[config.mk]
export PLATFORM = sky130hd
export DESIGN_NAME = cache_tag_ctrl
export DESIGN_NICKNAME = d
export VERILOG_FILES = /design/src/rtl/cache_tag_ctrl_pkg.sv /design/src/rtl/cache_tag_ctrl_arb.sv /design/src/rtl/cache_tag_ctrl.sv
export SDC_FILE = /design/constraint.sdc
export NUM_CORES = 1
export LEC_CHECK = 0
export BUFFER_PORTS_ARGS = -buffer_cell sky130_fd_sc_hd__buf_2
export CAP_MARGIN = 10
export CORE_ASPECT_RATIO = 1.25
export CORE_MARGIN = 2
export CORE_UTILIZATION = 52
export DETAILED_ROUTE_END_ITERATION = 7
export PLACE_DENSITY = 0.95
export SKIP_LAST_GASP = 1
export SYNTH_ARGS = -nofsm -noshare
export SYNTH_HDL_FRONTEND = slang
export SYNTH_SLANG_ARGS = --single-unit
[constraint.sdc]
create_clock -name clk -period 5.2 [get_ports clk]
set_clock_uncertainty 0.15 [all_clocks]
set_input_delay 0.78 -clock clk [delete_from_list [all_inputs] [get_ports clk]]
set_output_delay 0.78 -clock clk [all_outputs]
set_load 0.1 [all_outputs]
[src/rtl/cache_tag_ctrl_pkg.sv]
`default_nettype none
// ============================================================================
//  Module   : cache_tag_ctrl_pkg
//  Purpose  : Shared encodings for the cache tag table sequencer and arbiter.
//  Revision : 1.0  initial release
// ============================================================================
package cache_tag_ctrl_pkg;

    typedef enum logic [1:0] {
        FLAG_INVALID      = 2'd0,
        FLAG_SHARED_CLEAN = 2'd1,
        FLAG_OWNED_CLEAN  = 2'd2,
        FLAG_OWNED_DIRTY  = 2'd3
    } flag_e;

    typedef enum logic [1:0] {
        ST_IDLE = 2'd0,
        ST_LOOK = 2'd1,
        ST_UPD  = 2'd2
    } state_e;

    localparam logic [1:0] c_op_read        = 2'd1;
    localparam logic [1:0] c_op_write       = 2'd2;
    localparam logic [1:0] c_op_fill        = 2'd3;

    localparam logic [1:0] c_snp_invalidate = 2'd1;
    localparam logic [1:0] c_snp_preempt    = 2'd2;

    // Winner one-hot bit positions
    localparam int c_win_cpu  = 0;
    localparam int c_win_snp1 = 1;
    localparam int c_win_snp2 = 2;

    function automatic logic is_dirty(input logic [1:0] flag);
        return flag == FLAG_OWNED_DIRTY;
    endfunction

endpackage
`default_nettype wire

[src/rtl/cache_tag_ctrl_arb.sv]
`default_nettype none
// ============================================================================
//  Module   : cache_tag_arb
//  Purpose  : Round-robin snoop arbiter with CPU starvation guard.
//  Revision : 1.0  initial release
// ============================================================================
module cache_tag_arb
    import cache_tag_ctrl_pkg::*;
#(
    parameter int STARVE_LIMIT = 4
) (
    input  logic       clk,
    input  logic       rst,
    input  logic       arb_en,
    input  logic       cpu_req,
    input  logic       snp_req_1,
    input  logic       snp_req_2,
    output logic [2:0] win
);

    logic       r_ptr;      // 0: channel 1 preferred, 1: channel 2 preferred
    logic [2:0] r_starve;
    logic       w_starved;

    assign w_starved = r_starve >= 3'(STARVE_LIMIT);

    always_comb begin
        win = '0;
        if (arb_en) begin
            if (cpu_req && w_starved) begin
                win[c_win_cpu] = 1'b1;
            end else if (snp_req_1 && (!r_ptr || !snp_req_2)) begin
                win[c_win_snp1] = 1'b1;
            end else if (snp_req_2) begin
                win[c_win_snp2] = 1'b1;
            end else if (cpu_req) begin
                win[c_win_cpu] = 1'b1;
            end
        end
    end

    always_ff @(posedge clk or negedge rst) begin
        if (!rst) begin
            r_ptr    <= 1'b0;
            r_starve <= 3'd0;
        end else begin
            if (win[c_win_snp1]) begin
                r_ptr <= 1'b1;
            end else if (win[c_win_snp2]) begin
                r_ptr <= 1'b0;
            end

            if (win[c_win_cpu]) begin
                r_starve <= 3'd0;
            end else if ((win[c_win_snp1] || win[c_win_snp2]) && cpu_req && !w_starved) begin
                r_starve <= r_starve + 3'd1;
            end
        end
    end

endmodule
`default_nettype wire

[src/rtl/cache_tag_ctrl.sv]
`default_nettype none
// ============================================================================
//  Module   : cache_tag_ctrl
//  Purpose  : Serialises CPU and snoop lookup/update transactions on the
//             single L1 tag table port and applies coherence flag updates.
//  Revision : 1.0  initial release
// ============================================================================
module cache_tag_ctrl
    import cache_tag_ctrl_pkg::*;
#(
    parameter int ENTRY_WIDTH    = 10,
    parameter int ADDR_TAG_WIDTH = 16,
    parameter int ADDR_P_WIDTH   = 32,
    parameter int STARVE_LIMIT   = 4
) (
    input  logic                      clk,
    input  logic                      rst,
    input  logic                      cpu_req,
    input  logic [1:0]                cpu_op,
    input  logic [ENTRY_WIDTH-1:0]    cpu_index,
    input  logic [ADDR_TAG_WIDTH-1:0] cpu_tag,
    input  logic [ADDR_P_WIDTH-1:0]   cpu_pa,
    output logic                      cpu_gnt,
    output logic                      cpu_done,
    output logic                      cpu_hit,
    output logic [1:0]                cpu_flag,
    output logic                      cpu_victim_dirty,
    input  logic                      snp_req_1,
    input  logic [ADDR_P_WIDTH-1:0]   snp_addr_1,
    input  logic [1:0]                snp_kind_1,
    output logic                      snp_gnt_1,
    output logic                      snp_done_1,
    output logic                      snp_hit_1,
    output logic                      snp_dirty_1,
    input  logic                      snp_req_2,
    input  logic [ADDR_P_WIDTH-1:0]   snp_addr_2,
    input  logic [1:0]                snp_kind_2,
    output logic                      snp_gnt_2,
    output logic                      snp_done_2,
    output logic                      snp_hit_2,
    output logic                      snp_dirty_2,
    output logic [ENTRY_WIDTH-1:0]    tt_index,
    output logic [ADDR_P_WIDTH-1:0]   tt_snp_addr,
    output logic                      tt_we_flag,
    output logic                      tt_we_addr,
    output logic [1:0]                tt_new_flag,
    output logic [ADDR_TAG_WIDTH-1:0] tt_new_addr_tag,
    output logic [ADDR_P_WIDTH-1:0]   tt_new_addr_p,
    input  logic [1:0]                tt_flag,
    input  logic [ADDR_TAG_WIDTH-1:0] tt_addr_tag,
    input  logic                      tt_snp_match,
    input  logic [1:0]                tt_snp_flag,
    input  logic [ENTRY_WIDTH-1:0]    tt_snp_index
);

    state_e                    r_state, w_state_nxt;
    logic [2:0]                r_win;
    logic [1:0]                r_op, r_kind;
    logic [ENTRY_WIDTH-1:0]    r_index, r_snp_index;
    logic [ADDR_TAG_WIDTH-1:0] r_tag, r_rd_tag;
    logic [ADDR_P_WIDTH-1:0]   r_pa;
    logic [1:0]                r_rd_flag, r_snp_flag;
    logic                      r_snp_match;

    logic [2:0]                w_win;
    logic                      w_cpu_v, w_arb_en, w_cpu_hit, w_snp_hit, w_snp_dirty;

    assign w_cpu_v     = cpu_req && (cpu_op != 2'd0);
    // Gating with rst keeps every grant low while reset is held.
    assign w_arb_en    = (r_state == ST_IDLE) && rst;
    assign w_cpu_hit   = (r_rd_flag != FLAG_INVALID) && (r_rd_tag == r_tag);
    assign w_snp_hit   = r_snp_match && (r_snp_flag != FLAG_INVALID);
    assign w_snp_dirty = w_snp_hit && is_dirty(r_snp_flag);

    cache_tag_arb #(
        .STARVE_LIMIT (STARVE_LIMIT)
    ) u_arb (
        .clk       (clk),
        .rst       (rst),
        .arb_en    (w_arb_en),
        .cpu_req   (w_cpu_v),
        .snp_req_1 (snp_req_1),
        .snp_req_2 (snp_req_2),
        .win       (w_win)
    );

    always_ff @(posedge clk or negedge rst) begin
        if (!rst) begin
            r_state     <= ST_IDLE;
            r_win       <= '0;
            r_op        <= '0;
            r_kind      <= '0;
            r_index     <= '0;
            r_tag       <= '0;
            r_pa        <= '0;
            r_rd_flag   <= '0;
            r_rd_tag    <= '0;
            r_snp_match <= 1'b0;
            r_snp_flag  <= '0;
            r_snp_index <= '0;
        end else begin
            r_state <= w_state_nxt;
            if (r_state == ST_IDLE && w_win != 3'b000) begin
                r_win   <= w_win;
                r_op    <= cpu_op;
                r_index <= cpu_index;
                r_tag   <= cpu_tag;
                r_kind  <= w_win[c_win_snp2] ? snp_kind_2 : snp_kind_1;
                r_pa    <= w_win[c_win_snp1] ? snp_addr_1 :
                           w_win[c_win_snp2] ? snp_addr_2 : cpu_pa;
            end
            if (r_state == ST_LOOK) begin
                r_rd_flag   <= tt_flag;
                r_rd_tag    <= tt_addr_tag;
                r_snp_match <= tt_snp_match;
                r_snp_flag  <= tt_snp_flag;
                r_snp_index <= tt_snp_index;
            end
        end
    end

    always_comb begin
        w_state_nxt      = r_state;
        cpu_gnt          = 1'b0;
        snp_gnt_1        = 1'b0;
        snp_gnt_2        = 1'b0;
        cpu_done         = 1'b0;
        cpu_hit          = 1'b0;
        cpu_flag         = 2'd0;
        cpu_victim_dirty = 1'b0;
        snp_done_1       = 1'b0;
        snp_hit_1        = 1'b0;
        snp_dirty_1      = 1'b0;
        snp_done_2       = 1'b0;
        snp_hit_2        = 1'b0;
        snp_dirty_2      = 1'b0;
        tt_index         = '0;
        tt_snp_addr      = '0;
        tt_we_flag       = 1'b0;
        tt_we_addr       = 1'b0;
        tt_new_flag      = FLAG_INVALID;
        tt_new_addr_tag  = '0;
        tt_new_addr_p    = '0;

        case (r_state)
            ST_IDLE: begin
                cpu_gnt   = w_win[c_win_cpu];
                snp_gnt_1 = w_win[c_win_snp1];
                snp_gnt_2 = w_win[c_win_snp2];
                if (w_win != 3'b000) begin
                    w_state_nxt = ST_LOOK;
                end
            end
            ST_LOOK: begin
                tt_index    = r_index;
                tt_snp_addr = r_pa;
                w_state_nxt = ST_UPD;
            end
            ST_UPD: begin
                w_state_nxt = ST_IDLE;
                if (r_win[c_win_cpu]) begin
                    tt_index = r_index;
                    cpu_done = 1'b1;
                    cpu_hit  = w_cpu_hit;
                    cpu_flag = r_rd_flag;
                    case (r_op)
                        c_op_write: begin
                            tt_we_flag  = w_cpu_hit;
                            tt_new_flag = w_cpu_hit ? FLAG_OWNED_DIRTY : FLAG_INVALID;
                        end
                        c_op_fill: begin
                            tt_we_flag       = 1'b1;
                            tt_we_addr       = 1'b1;
                            tt_new_flag      = FLAG_SHARED_CLEAN;
                            tt_new_addr_tag  = r_tag;
                            tt_new_addr_p    = r_pa;
                            cpu_victim_dirty = is_dirty(r_rd_flag);
                        end
                        default: ;
                    endcase
                end else begin
                    tt_index    = r_snp_index;
                    snp_done_1  = r_win[c_win_snp1];
                    snp_hit_1   = r_win[c_win_snp1] && w_snp_hit;
                    snp_dirty_1 = r_win[c_win_snp1] && w_snp_dirty;
                    snp_done_2  = r_win[c_win_snp2];
                    snp_hit_2   = r_win[c_win_snp2] && w_snp_hit;
                    snp_dirty_2 = r_win[c_win_snp2] && w_snp_dirty;
                    // Kinds 0 and 3 are probes: result only, no write.
                    if (w_snp_hit && r_kind == c_snp_invalidate) begin
                        tt_we_flag  = 1'b1;
                        tt_new_flag = FLAG_INVALID;
                    end else if (w_snp_hit && r_kind == c_snp_preempt) begin
                        tt_we_flag  = 1'b1;
                        tt_new_flag = FLAG_SHARED_CLEAN;
                    end
                end
            end
            default: w_state_nxt = ST_IDLE;
        endcase
    end

endmodule
`default_nettype wire

# == Yosys cells after proc, flatten, opt, wreduce, memory -nomap -nowiden ==
# Cells that the tools add are included.
# word_totals
register_bits,102
inputBits,164
elab_cells,119
# classes
add_sub_neg,1
magnitude_cmp,1
eq_ne,10
n_mux,65
n_reduce_logical,28
# op_table
op,count
$mux W32,6
$mux W16,3
$mux W1,40
$pmux W10 S2,1
$eq A16 B16 Y1,1
$logic_and A1 B1 Y1,16
$mux W2,8
$eq A2 B2 Y1 const B,6
$mux W10,1
$reduce_bool A2 Y1,5
$mux W3,3
$pmux W2 S2,2
$eq A2 B1 Y1 const B,2
$add A3 B1 Y3 const B,1
$ge A3 B3 Y1 const B,1
$logic_not A1 Y1,3
$reduce_bool A3 Y1,1
$logic_not A2 Y1,1
$logic_or A1 B1 Y1,2
$ne A2 B1 Y1 const B,1
$pmux W1 S2,1

# == Logic depth before layout (Yosys ltp) ==
# logic_depth
word_depth,12
mapped_depth,8
depth_no_buf,7

# == Modules after synthesis ==
# From an unflattened synthesis, not the netlist that was laid out.
# hier_totals
hier_cells,568
area_unflattened_um2,5754.3
# modules_own_cells
module,n_inst,cells_each,area_each_um2,seq_area_each_um2
cache_tag_ctrl,1,544,5515.3,2452.4
cache_tag_arb,1,24,239.0,100.1

# == Worst setup path after synthesis ==
# No wires, ideal clock.
# synth_path
path_type,flip-flop to output port
start,register r_state[0]
end,output port tt_new_flag[0]
t_arrival_ns,4.765
required_ns,4.270
setup_slack_ns,-0.495
path_stages_with_launch,7
path_buffers,0
cell_sequence,dfrtp_1 > inv_1 > ha_1 > nand2_1 > inv_1 > a41oi_1 > o41ai_1
# synth_between
elab_chain_len,2
# synth_lines
item,line_no,text
start: declaration,cache_tag_ctrl.sv:56,"state_e r_state, w_state_nxt;"
start signal: assignment,cache_tag_ctrl.sv:102,r_state <= w_state_nxt;
$eq A2 B2 Y1,cache_tag_ctrl.sv:145,case (r_state)
$mux W2,cache_tag_ctrl.sv:145,
end: declaration,cache_tag_ctrl.sv:46,"output logic [1:0] tt_new_flag,"
# Every way passes these cells.

# == Worst setup path in the final report ==
# layout_path
start,register r_state[0]
end,output port tt_new_addr_tag[14]
# layout_between
elab_chain_len,2
# layout_lines
item,line_no,text
$eq A2 B2 Y1,cache_tag_ctrl.sv:145,
$mux W16,cache_tag_ctrl.sv:145,
end: declaration,cache_tag_ctrl.sv:47,"output logic [ADDR_TAG_WIDTH-1:0] tt_new_addr_tag,"
# Every way passes these cells.

==> flow_results.org <==
** Status
- The flow ran to the end, and the final reports show no timing, DRC or antenna violations.

** Clocking
- CTS Buf Count :: 9
- TritonCTS built the clock tree.
- Clk root buf :: clkbuf_16
- In this run the deepest clock path goes through 2 buffers.
- Later-pin clock latency in the skew report :: 0.34 ns
- Clock-pin slew on the worst setup and hold paths :: 0.07 ns
- The H-tree was split into 3 levels.
- # clock sinks :: 102
- Total of cells resized after clock tree synthesis :: 0
- Quantity of hold-fixing buffers added after cts :: 0
- Number of buffers added for setup after CTS :: 0

** Pwr
- Standby leakage power :: 4.13 nW
- Worst ir drop on vdd :: 0.301 mV
- Power density of the placed cells :: 623 nW/µm²

** STA
- Worst-Margin Slew :: 1.17 ns
- Of the available clock period, the critical path in the final layout requires 0.817.
- The number of slew-limit violations in the final report was 0.
- After layout, the worst setup slack is 0.952 ns.
- Unrepaired setup endpoints after global routing :: no
- Sum of negative setup slack :: 0 ns
- Final Hold Viols :: 0
- Setup violations remaining at the end of the flow were counted as 0.
- Worst slew margin relative to its limit :: 0.221
- The routed design could run at a clock period as short as 4.25 ns.
- For this run, the top clock speed supported by timing is 0.235 GHz.

** Logic synthesis
- In the synthesized netlist the dominant register cell turns out to be dfrtp_1.
- Top cells by area in the synthesized netlist :: dfrtp_1 (42%), mux2_2 (13%), and2_1 (8.5%)
- Post-synthesis net count :: 784
- Yosys warning total :: 0
- Post-synth EDFFs :: 0
- Post-synthesis cell type count :: 36
- Register area share after synthesis :: 0.423
- Summed over all instances, the cell type with the most area after synthesis is dfrtp_1.
- The cell area that synthesis handed to floorplanning was 6030 µm².
- Counting flops with an async set or reset pin after synthesis yields a share of 1.00.
- Share of Yosys cell area claimed by the top area cell type :: 0.423
- Most used standard cells in the synthesized netlist :: dfrtp_1 (102), and2_1 (82), mux2_2 (71), nand2_1 (45), nor2_1 (41)
- Syn avg cell area :: 9.84 µm²
- Yosys instantiated no cell more often than dfrtp_1.
- Mapped Cells :: 613
- After synthesis the netlist holds a flip-flop and latch count of 102.

** Critical path
- STA puts the critical path data arrival time at 3.32 ns.
- Largest driver fanout on the critical path :: 33
- The critical path is of the reg -> out type.
- Required time of the critical path :: 4.27 ns
- CP max stage cell :: and3_1
- Counting stages on the worst path, the most repeated cell is inv_1.
- Number of buffer and inverter stages on the critical path :: 4
- On the critical path the largest part of the delay comes from buffers and inverters.
- Critical path endpoint category :: output port
- Maximum single-stage delay on the critical path :: 0.56 ns
- Setup crit start kind :: register
- The critical path goes through inv_1 > ha_1 > nand2_1 > inv_1 > and3_1 > buf_4 > and2_1 > buf_2.

** Finish
- The area growth from synthesis to layout is 28.4%.
- FF+latch area :: 2550 µm²
- The repair_antennas step left the layout with diodes totalling 0.
- The multi-input combinational cells in the finished layout cover a total of 3260 µm².
- The filler cells instantiated in the layout total 913.
- For this run, the post-layout net count is 1026.
- Of the cells placed in the final design, the portion with a size suffix greater than 1 is 0.433.

** Min path
- Path class of the lowest-slack min-delay path :: in -> async

** Floorplanning
- I/O pins :: 272
- The total area inside the core boundary comes to 11500 µm².
- The die covers 12500 µm².
- Die span in y :: 124 µm
- Die width :: 100 µm
- The initial utilization of the core area, before any placement, comes to 0.527.
- Number of rows in the core area :: 44

** Global routing
- Entering global routing, the biggest net connects 74 pins.
- The first global-routing pass estimated 26300 µm of wire.
- Gr usage total :: 0.265
- Vias in the first global route :: 5491
- Number of antenna violations at the first check in global routing :: 0
- Gr ovfl total :: 0

** Route
- After the first detailed-routing iteration, the DRC count stood at 165.
- Count of antenna-violating nets left after detailed routing :: 0
- For this run, design rule violations remaining after detail routing come to 0.
- Dividing the detail-routed via count by the number of cells gives 5.48.
- Wire length reported by the detailed router :: 16700 µm
- Vias post-DR :: 5472
- Detailed-router iteration count before antenna repair :: 4
- In the final routed layout, each cell accounts on average for 16.8 µm.

** Placed design
- Quantity of I/O buffers inserted on ports :: 271
- At the end of routability-driven placement, the weighted congestion stood at 0.822.
- Summed over all nets, the half-perimeter wirelength after detailed placement is 12100 µm.
- At the placement stage, the worst setup path has a slack of 1.28 ns.

** Job
- Max-capacitance violation count :: 0
==> final cells by class <==
type,count,area share
Multi-Input combinational cell,452,0.420
Clock inverter,7,0.00872
Clock buffer,9,0.0291
Tap cell,138,0.0223
Sequential cell,102,0.329
Timing Repair Buffer,279,0.185
Inverter,11,0.00533
==> metrics by stage <==
step	util	hold WS (ns)	power, mW	instance area [µm²]	std cells
global placement	0.651	0.313	4.09	7460	982
finish	0.677	0.222	4.82	7750	998
floorplan	-	0.297	3.63	6050	613
detailed placement	0.651	0.317	4.19	7460	982
CTS	0.677	0.228	4.85	7750	998
global route	0.677	0.245	5.10	7750	998
==> cells in the final DEF (no fill, tap or decap), types with 2 or more instances in the layout <==
cell	count
a21o_1	3
a21oi_1	33
a22oi_1	10
and2_1	82
and3_1	5
and3b_1	32
buf_2	269
buf_4	9
clkbuf_16	9
clkinv_4	2
dfrtp_1	102
ha_1	6
inv_1	11
inv_6	2
mux2_2	71
mux2i_1	3
nand2_1	45
nand3_1	2
nor2_1	41
nor2b_1	11
nor4_1	5
o211a_1	2
o21a_1	34
o21ai_0	5
o31ai_1	32
o41ai_2	2
xnor2_1	5
xor2_1	13
==> worst reg2reg max path, delay by kind of cell (launching register included) <==
| family | cells | cell delay, ns |
|---|---|---|
| mux | 1 | 0.20 |
| buf+inv | 1 | 0.12 |
| flops | 1 | 0.42 |
| simple gates | 2 | 0.41 |
| compound gates | 1 | 0.94 |
| fa+ha+maj | 1 | 0.22 |
==> routing by layer <==
| metal | share of wire | vias to the layer above | track usage |
|---|---|---|---|
| met5 | 0 | - | 0 |
| met4 | 0.015 | 0 | 0.0757 |
| met3 | 0.057 | 18 | 0.0432 |
| met2 | 0.53 | 214 | 0.495 |
| met1 | 0.40 | 2634 | 0.305 |
| li1 | - | 2606 | - |
==> sequential cells by signal, summed over array words and instances, names as in the netlist, 2 cells and up <==
signal          count
r_tag              16
r_win               3
r_snp_flag          2
r_op                2
r_pa               32
r_kind              2
r_state             2
r_snp_index        10
r_rd_flag           2
u_arb.r_starve      3
r_rd_tag           16
r_index            10
==> power breakdown <==
group / internal (mW) / switching, mW
Combinational: 0.835 / 1.81
Clock: 0.337 / 0.319
Sequential: 1.19 / 0.330
Total: 2.37 / 2.46
==> worst paths after layout <==
kind / startpoint / end / slack, ns / depth (start not counted)
min: rst / r_index[7] / 0.22 / 1
min in group clk: r_win[2] / r_win[2] / 0.33 / 2
max: r_state[0] / tt_new_addr_tag[14] / 0.95 / 8
max in group asynchronous: rst / r_pa[25] / 3.40 / 2
max reg2reg: r_state[0] / u_arb.r_starve[1] / 2.64 / 6
min reg2reg: r_win[2] / r_win[2] / 0.33 / 2
==> logic make-up after synthesis <==
group                    Yosys count  synth area share
AND/OR/NAND/NOR                  226             0.212
AO/OA/AOI/OAI                    127             0.147
flip-flops                       102             0.423
multiplexers                      74             0.137
buffers and inverters             59            0.0402
XOR/XNOR                          18            0.0261
adder cells (fa/ha/maj)            7            0.0145
Note: power is estimated with default switching activity, not from simulation.
